<file path="config.mk">
export PLATFORM = sky130hd
export DESIGN_NAME = ddr2_wr_burst_ctrl
export DESIGN_NICKNAME = d
export VERILOG_FILES = /design/src/rtl/ddr2_wr_pkg.sv /design/src/rtl/wr_burst_addr_gen.sv /design/src/rtl/ddr2_wr_burst_ctrl.sv
export SDC_FILE = /design/constraint.sdc
export NUM_CORES = 1
export LEC_CHECK = 0
export CORE_MARGIN = 2
export CORE_UTILIZATION = 50
export CTS_CLUSTER_SIZE = 10
export DETAILED_ROUTE_END_ITERATION = 10
export PLACE_DENSITY_LB_ADDON = 0.05
export SYNTH_ARGS = -nofsm -noshare
export SYNTH_HDL_FRONTEND = slang
export SYNTH_HIERARCHICAL = 1
export SYNTH_SLANG_ARGS = --single-unit
</file>
<file path="constraint.sdc">
create_clock -name rd_clk -period 11 [get_ports rd_clk]
set_clock_uncertainty 0.2 [all_clocks]
set_input_delay 1.65 -clock rd_clk [delete_from_list [all_inputs] [get_ports rd_clk]]
set_output_delay 1.65 -clock rd_clk [all_outputs]
set_load 0.05 [all_outputs]
</file>
<file path="src/rtl/ddr2_wr_pkg.sv">
// Shared definitions for the DDR2 write-burst scheduler: FSM encoding,
// MIG command codes and the MIG address width.
package ddr2_wr_pkg;

    localparam int APP_ADDR_W = 31;

    localparam logic [2:0] APP_CMD_WRITE = 3'b000;
    localparam logic [2:0] APP_CMD_READ  = 3'b001;

    typedef enum logic [1:0] {
        ST_IDLE  = 2'd0,
        ST_READ  = 2'd1,
        ST_DRAIN = 2'd2,
        ST_CMD   = 2'd3
    } wr_state_t;

endpackage

</file>
<file path="src/rtl/wr_burst_addr_gen.sv">
// MIG command address register: loads the base address, steps per command and
// wraps back to the base once the next step would reach the exclusive limit.
module wr_burst_addr_gen
    import ddr2_wr_pkg::*;
#(
    parameter int                    ADDR_STEP  = 4,
    parameter logic [APP_ADDR_W-1:0] ADDR_LIMIT = 31'h0100_0000
) (
    input  logic                  clk,
    input  logic                  rst,
    input  logic                  sample,
    input  logic                  load,
    input  logic                  step,
    input  logic [APP_ADDR_W-1:0] base_addr,
    output logic [APP_ADDR_W-1:0] addr
);

    localparam logic [APP_ADDR_W:0] STEP_EXT  = (APP_ADDR_W + 1)'(ADDR_STEP);
    localparam logic [APP_ADDR_W:0] LIMIT_EXT = {1'b0, ADDR_LIMIT};

    logic [APP_ADDR_W-1:0] base_q;
    logic [APP_ADDR_W:0]   addr_sum;

    // One extra bit so the limit compare cannot be fooled by overflow.
    assign addr_sum = {1'b0, addr} + STEP_EXT;

    always_ff @(posedge clk or posedge rst) begin
        if (rst) begin
            base_q <= '0;
            addr   <= '0;
        end else begin
            if (sample) begin
                base_q <= base_addr;
            end
            if (load) begin
                addr <= base_addr;
            end else if (step) begin
                if (addr_sum >= LIMIT_EXT) begin
                    addr <= base_q;
                end else begin
                    addr <= addr_sum[APP_ADDR_W-1:0];
                end
            end
        end
    end

endmodule

</file>
<file path="src/rtl/ddr2_wr_burst_ctrl.sv">
// Drains fixed-size bursts from the write FIFO into the MIG write-data FIFO,
// then issues the matching BL4 write commands. Optional WR_BURST_STATS_EN adds counters.
//
// state    | meaning
// ST_IDLE  | waiting for calibration, enable, a full burst and MIG room
// ST_READ  | issuing WRITE_BURST FIFO reads, paused by app_wdf_afull
// ST_DRAIN | waiting for the in-flight words to reach the MIG data FIFO
// ST_CMD   | issuing WRITE_BURST/2 write commands, paused by app_af_afull
module ddr2_wr_burst_ctrl
    import ddr2_wr_pkg::*;
#(
    parameter int                    DATA_WIDTH  = 64,
    parameter int                    WRITE_BURST = 8,
    parameter int                    ADDR_STEP   = 4,
    parameter logic [APP_ADDR_W-1:0] ADDR_LIMIT  = 31'h0100_0000
) (
    input  logic                    rd_clk,
    input  logic                    reset,
    input  logic                    enable,
    input  logic [APP_ADDR_W-1:0]   base_addr,
    input  logic                    phy_init_done,
    input  logic [9:0]              rd_data_count,
    input  logic [DATA_WIDTH-1:0]   data_out,
    input  logic                    dout_vd,
    output logic                    rd_fifo,
    output logic                    app_wdf_wren,
    output logic [DATA_WIDTH-1:0]   app_wdf_data,
    output logic [DATA_WIDTH/8-1:0] app_wdf_mask_data,
    input  logic                    app_wdf_afull,
    output logic                    app_af_wren,
    output logic [2:0]              app_af_cmd,
    output logic [APP_ADDR_W-1:0]   app_af_addr,
    input  logic                    app_af_afull,
    output logic                    busy,
    output logic                    burst_done
`ifdef WR_BURST_STATS_EN
    ,
    output logic [31:0]             burst_cnt,
    output logic [31:0]             stall_cnt
`endif
);

    localparam int            CW       = $clog2(WRITE_BURST) + 1;
    localparam logic [CW-1:0] BURST_N  = CW'(WRITE_BURST);
    localparam logic [CW-1:0] RD_LAST  = CW'(WRITE_BURST - 1);
    localparam logic [CW-1:0] CMD_LAST = CW'(WRITE_BURST / 2 - 1);
    localparam logic [9:0]    FILL_MIN = 10'(WRITE_BURST);

    wr_state_t             state;
    logic [CW-1:0]         rd_issued;
    logic [CW-1:0]         wr_done;
    logic [CW-1:0]         cmd_cnt;
    logic                  addr_loaded;
    logic [APP_ADDR_W-1:0] addr_q;
    logic                  idle;
    logic                  start_ok;
    logic                  cmd_go;

    assign idle     = (state == ST_IDLE);
    // burst_done in the gate guarantees one idle cycle between bursts.
    assign start_ok = idle && phy_init_done && enable && !burst_done &&
                      (rd_data_count >= FILL_MIN) && !app_wdf_afull && !app_af_afull;
    // The first command goes out on the DRAIN exit edge to keep the unstalled burst tight.
    assign cmd_go   = !app_af_afull &&
                      ((state == ST_CMD) || ((state == ST_DRAIN) && (wr_done == BURST_N)));

    assign app_af_cmd        = APP_CMD_WRITE;
    assign app_wdf_mask_data = '0;
    assign busy              = !idle;

    wr_burst_addr_gen #(
        .ADDR_STEP  (ADDR_STEP),
        .ADDR_LIMIT (ADDR_LIMIT)
    ) u_addr_gen (
        .clk       (rd_clk),
        .rst       (reset),
        .sample    (idle),
        .load      (start_ok && !addr_loaded),
        .step      (cmd_go),
        .base_addr (base_addr),
        .addr      (addr_q)
    );

    always_ff @(posedge rd_clk or posedge reset) begin
        if (reset) begin
            state        <= ST_IDLE;
            rd_issued    <= '0;
            wr_done      <= '0;
            cmd_cnt      <= '0;
            addr_loaded  <= 1'b0;
            rd_fifo      <= 1'b0;
            app_wdf_wren <= 1'b0;
            app_wdf_data <= '0;
            app_af_wren  <= 1'b0;
            app_af_addr  <= '0;
            burst_done   <= 1'b0;
        end else begin
            rd_fifo      <= 1'b0;
            app_af_wren  <= 1'b0;
            burst_done   <= 1'b0;
            app_wdf_wren <= dout_vd;
            if (dout_vd) begin
                app_wdf_data <= data_out;
            end
            if (app_wdf_wren && !idle) begin
                wr_done <= wr_done + 1'b1;
            end

            case (state)
                ST_IDLE: begin
                    if (start_ok) begin
                        state       <= ST_READ;
                        rd_fifo     <= 1'b1;
                        rd_issued   <= CW'(1);
                        wr_done     <= '0;
                        cmd_cnt     <= '0;
                        addr_loaded <= 1'b1;
                    end
                end
                ST_READ: begin
                    if (!app_wdf_afull) begin
                        rd_fifo   <= 1'b1;
                        rd_issued <= rd_issued + 1'b1;
                        if (rd_issued == RD_LAST) begin
                            state <= ST_DRAIN;
                        end
                    end
                end
                ST_DRAIN: begin
                    if (cmd_go) begin
                        state <= ST_CMD;
                    end
                end
                ST_CMD: ;
                default: state <= ST_IDLE;
            endcase

            if (cmd_go) begin
                app_af_wren <= 1'b1;
                app_af_addr <= addr_q;
                cmd_cnt     <= cmd_cnt + 1'b1;
                if (cmd_cnt == CMD_LAST) begin
                    burst_done <= 1'b1;
                    state      <= ST_IDLE;
                end
            end
        end
    end

`ifdef WR_BURST_STATS_EN
    logic stalled;

    assign stalled = ((state == ST_READ) && app_wdf_afull) ||
                     ((state == ST_CMD) && app_af_afull);

    always_ff @(posedge rd_clk or posedge reset) begin
        if (reset) begin
            burst_cnt <= '0;
            stall_cnt <= '0;
        end else begin
            if (burst_done && (burst_cnt != '1)) begin
                burst_cnt <= burst_cnt + 1'b1;
            end
            if (stalled && (stall_cnt != '1)) begin
                stall_cnt <= stall_cnt + 1'b1;
            end
        end
    end
`endif

endmodule

</file>
Word level (Yosys, flattened, before mapping)

Cells that the tools add are included.

$add $sub $neg: 4
Magnitude comparators: 2
Eq/ne operators: 8
Multiplexer cells: 25
Reduce and logical (&&, ||, !) cells: 24

Operator list:

| operator                                              | count |
|---|---|
| 2-to-1 mux 31 bit                                     | 3 |
| adder 31 x 3 -> 32 bit, second input constant         | 1 |
| >= comparator 32 x 25 -> 1 bit, second input constant | 1 |
| 2-to-1 mux 4 bit                                      | 8 |
| adder 4 x 1 -> 4 bit, second input constant           | 3 |
| 2-to-1 mux 2 bit                                      | 6 |
| >= comparator 10 x 4 -> 1 bit, second input constant  | 1 |
| logical AND 1 bit                                     | 10 |
| one-hot mux 4 bit (2 select lines)                    | 1 |
| nonzero test 2 bit                                    | 4 |
| one-hot mux 2 bit (3 select lines)                    | 1 |
| zero test 1 bit                                       | 5 |
| 2-to-1 mux 1 bit                                      | 5 |
| == test 2 bit, second input constant                  | 2 |
| == test 4 x 2 -> 1 bit, second input constant         | 1 |
| == test 4 x 3 -> 1 bit, second input constant         | 1 |
| == test 4 bit, second input constant                  | 1 |
| AND reduction 2 bit                                   | 2 |
| AND reduction 3 bit                                   | 1 |
| == test 2 x 1 -> 1 bit, second input constant         | 1 |
| zero test 2 bit                                       | 1 |
| inequality test 2 x 1 -> 1 bit, second input constant | 1 |
| inequality test 2 bit, second input constant          | 1 |
| one-hot mux 1 bit (2 select lines)                    | 1 |
| logical OR 1 bit                                      | 1 |

Flip-flop bits (word level): 176
Input bits: 112
Output and inout bits: 111
Logic and storage cells: 76

Longest topological paths before layout

Depth after elaboration: 11
Gate-level depth with buffers: 13
Mapped depth without buffers: 10

Cells and area by module

The synthesis kept the hierarchy.

By module, submodules not included:

| module             | instances | cells an instance | area an instance (um^2) | seq. area each (um^2) |
|---|---|---|---|---|
| ddr2_wr_burst_ctrl | 1         | 365               | 4538.1                  | 2852.7 |
| wr_burst_addr_gen  | 1         | 354               | 3589.7                  | 1551.5 |

Worst setup path after synthesis

OpenSTA, ideal clock, no wires.

Path type: input to register
Start point: input app_wdf_afull
End point: register u_addr_gen.addr[3]
Setup time: 132 ps
Arrival time: 3251 ps
Data required time: 10668 ps
Setup slack: 7418 ps
Cell stages on the path: 9
Path buffers: 1
Cells stage by stage: nor4b_1 -> and3_1 -> nand2_1 -> nor2_1 -> clkbuf_1 -> inv_1 -> and3_1 -> a21oi_1 -> or3b_1

Cells in the longest elaborated chain, start to end: 5
Elaborated cells between the ends (all ways): 6
Those cells by class: mux: 1; reduce/logical: 5

RTL lines:

| item                                                           | line                     | source |
|---|---|---|
| start: declaration                                             | ddr2_wr_burst_ctrl.sv:29 | `input logic app_wdf_afull,` |
| zero test 1 bit (*)                                            | -                        |  |
| logical AND 1 bit (*) (2 in series)                            | ddr2_wr_burst_ctrl.sv:62 | `(rd_data_count >= FILL_MIN) && !app_wdf_afull && !app_af_afull;` |
| logical AND 1 bit (*)                                          | ddr2_wr_burst_ctrl.sv:78 | `.load (start_ok && !addr_loaded),` |
| 2-to-1 mux 31 bit / nonzero test 2 bit (equally long branches) | -                        |  |
| end signal: assignment                                         | wr_burst_addr_gen.sv:36  | `addr <= base_addr;` |
| end signal: assignment                                         | wr_burst_addr_gen.sv:39  | `addr <= base_q;` |
| end signal: assignment                                         | wr_burst_addr_gen.sv:41  | `addr <= addr_sum[APP_ADDR_W-1:0];` |
| end: declaration                                               | wr_burst_addr_gen.sv:15  | `output logic [APP_ADDR_W-1:0] addr` |

Every way passes the cells marked *; elsewhere a longest branch is shown, timed or not.
A chain may end at the register's enable or synchronous reset.

Worst setup path in the final report

Start point: input app_af_afull
End point: register u_addr_gen.addr[3]

Cells in the longest elaborated chain, start to end: 4
Elaborated cells between the ends (all ways): 6
Those cells by class: mux: 1; reduce/logical: 5

RTL lines:

| item                                                           | line                                               | source |
|---|---|---|
| start: declaration                                             | ddr2_wr_burst_ctrl.sv:33                           | `input logic app_af_afull,` |
| zero test 1 bit (*)                                            | ddr2_wr_burst_ctrl.sv:62, ddr2_wr_burst_ctrl.sv:64 |  |
| logical AND 1 bit                                              | ddr2_wr_burst_ctrl.sv:62                           |  |
| logical AND 1 bit                                              | ddr2_wr_burst_ctrl.sv:78                           |  |
| 2-to-1 mux 31 bit / nonzero test 2 bit (equally long branches) | -                                                  |  |

Marked as above.

==> impl_metrics.tcl <==
set metrics [dict create \
    synthArstFlopShare_pct 100 \
    fill_cells 1209 \
    wl_met1_mm 8.97 \
    dpl.hpwl_mm 14.1 \
    netlist_top_cells_count "dfrtp_1, nand2_1, mux2_2, a21oi_1, and3_1" \
    relSlewSlack_pct 28.5 \
    power_density_nw_per_um2 260 \
    leakage_nw 4.63 \
    synth-edff-count 0 \
    ys_ff_latch 176 \
    status "complete, no violations" \
    cts_tree "built" \
    wl_mm 21.2 \
    grt_pass1_wl_mm 35.0 \
    grt_usage_pct 25.1 \
    cap_violations 0 \
    post-synth-top-count-cell "dfrtp_1" \
    core-area_um2 15900 \
    maxSlewViolCount 0 \
    multi_input_area_um2 3440 \
    synth_cell_type_count 58 \
    cts-root-buf "clkbuf_16" \
    finalCriticalPeriod_ns 4.59 \
    grt_pass1_vias 6620 \
    port_buffers 208 \
    nets 1027 \
    io_pins 223 \
    route.met2.wl_mm 11.0 \
    yosysTopAreaCell "dfrtp_1" \
    drt_first_iter_violations 387 \
    period_share_pct 41.7 \
    cts_buffers 17 \
    syn_to_final_growth_pct 33.7 \
    gp_congestion 0.820 \
    antenna_left 0 \
    fin_ws_ns 6.41 \
    syn-mean-instance-area_um2 11.3 \
    clock_path_buffers 2 \
    crit_type "in2reg" \
    routed.top_layer "met4" \
    fmax_ghz 0.218 \
    total_power_w 0.00283 \
    clock_latency_ns 0.42 \
    ff_latch_area_um2 4400 \
    grt_overflow_total 0 \
    cts_post_setup_buffers_inserted 0 \
    rsz0062_at_grt "false" \
    syn_inst 719 \
    synth_flop_cell "dfrtp_1" \
    start_util_pct 51.2 \
    yosysSeqAreaShare_pct 54.2 \
    grt_max_degree 77 \
    critPathLaunchType "input port" \
    synth_top_area_share_pct 54.2 \
    dieArea_um2 17300 \
    drt_pass1_iterations 5 \
    ys_top_cells_by_area "dfrtp_1, mux2_2, nand2_1, and3_1, a31oi_1" \
    antenna_found_initial 0 \
    ctsResizeCount 0 \
    cts.htree.levels 4 \
    drive_above_1_share_pct 17.2 \
    clkTransAtPathRegs_ns 0.07 \
    vdd_drop_max_mv 0.178 \
    numClockSinks 176 \
    cts-hold-fix-buffers 0 \
    row_count 46 \
    setup_tns_ns 0 \
    dieHeight_um 131 \
    wl_met3_mm 1.04 \
    required_ns 11.11 \
    setup_viol 0 \
    place_ws_ns 5.98 \
    worstMarginPinSlew_ns 1.07 \
    num_antenna_cells 0 \
    routedWlPerCell_um 18.7 \
    drc 0 \
    die_x_um 131 \
    end_kind "flop" \
    cp_max_fo 52 \
    hold_class "reg2reg" \
    syn_area_um2 8130 \
    viasPerCell 5.55 \
    finalHoldViolations 0 \
    ys.warnings.count 6 \
    num_vias 6314 \
    arrival_ns 4.69 \
]
==> layout by cell type (no fill, tap or decap), types with 3 or more instances in the layout <==
master and instances:
clkbuf_16 17, a31oi_1 25, a21oi_1 29, conb_1 11, nand2b_1 4, nor2b_1 4
nor4_1 21, and4_1 3, nor3b_1 4, mux2_2 97, nor3_1 9, nor2_1 15
o31ai_1 21, buf_4 11, o311ai_0 9, inv_6 3, nand3_1 10, and3_1 27
clkdlybuf4s50_1 207, clkinv_2 7, nand2_1 108, ha_1 6, inv_1 9, nand4_1 5
xnor2_1 17, a2bb2oi_1 7, xor2_1 10, dfrtp_1 176
==> report_power, final <==
group | internal [W] | total [W] | switching (W)
clock network | 0.000311 | 0.000565 | 0.000254
registers | 0.000864 | 0.00105 | 0.000188
logic | 0.000466 | 0.00121 | 0.000742
total | 0.00164 | 0.00283 | 0.00118
==> final timing paths <==
| check | endpoint | from | slack (ns) | depth (start not counted) |
|---|---|---|---|---|
| setup / recovery | u_addr_gen/addr[3]$_DFFE_PP0P_ | app_af_afull | 6.41 | 10 |
| hold / removal | app_af_addr[26]$_DFFE_PP0P_ | app_af_addr[26]$_DFFE_PP0P_ | 0.28 | 2 |
| setup reg to reg | u_addr_gen/addr[18]$_DFFE_PP0P_ | state[0]$_DFF_PP0_ | 7.36 | 10 |
| hold reg to reg | app_af_addr[26]$_DFFE_PP0P_ | app_af_addr[26]$_DFFE_PP0P_ | 0.28 | 2 |
| max in group asynchronous | app_af_wren$_DFF_PP0_ | reset | 7.80 | 3 |
| min in group asynchronous | app_af_addr[11]$_DFFE_PP0P_ | reset | 1.45 | 2 |
==> sequential cells by signal (all words and copies together) (netlist names) <==
| name | cells |
|---|---|
| app_wdf_data | 64 |
| app_af_addr | 31 |
| u_addr_gen/addr | 31 |
| u_addr_gen/base_q | 31 |
| cmd_cnt | 4 |
| rd_issued | 4 |
| wr_done | 4 |
| state | 2 |
| addr_loaded | 1 |
| app_af_wren | 1 |
| app_wdf_wren | 1 |
| burst_done | 1 |
| rd_fifo | 1 |
==> per-stage QoR <==
step	utilization [%]	cell area, um^2	std cells	hold slack, ns
3_3_place_gp	65.0	10300	1106	0.261
2_1_floorplan	-	8170	729	0.235
4_1_cts	68.4	10900	1138	0.278
3_5_place_dp	65.0	10300	1106	0.261
6_report	68.4	10900	1138	0.276
5_1_grt	68.4	10900	1138	0.296
==> cell type report <==
cell class	instances	share of cell area (%)
flip-flops and latches	176	40.5
multi-input cells	483	31.7
repair buffers	219	19.9
clock buffers	18	3.95
well taps	216	2.49
clock inverters	14	1.06
inverters	12	0.437
==> critical path, cell delays in order <==
cell and delay, ns:
clkdlybuf4s50_1 0.44, nand2b_1 0.17, a21o_1 0.16, buf_4 0.25, inv_2 0.08, buf_4 0.48, inv_1 0.60, and3_1 0.38
a21oi_1 0.10, or3b_1 0.35
==> cells by family (layout without fill, tap and decap cells) <==
group / count (synthesis) / in the layout / synth area share, %
other cells: 1 / 11 / 0.0461
flops: 176 / 176 / 54.2
mux: 100 / 100 / 13.8
simple gates: 227 / 227 / 14.5
compound gates: 112 / 112 / 9.42
fa+ha+maj: 6 / 6 / 0.924
buf+inv: 70 / 263 / 4.16
xor+xnor: 27 / 27 / 2.91
==> metal layers <==
layer	global-route usage, %	vias up
met5	0	-
met2	44.6	218
li1	-	2930
met3	4.86	22
met4	8.03	0
met1	30.9	3144
Note: power is estimated with default switching activity, not from simulation.
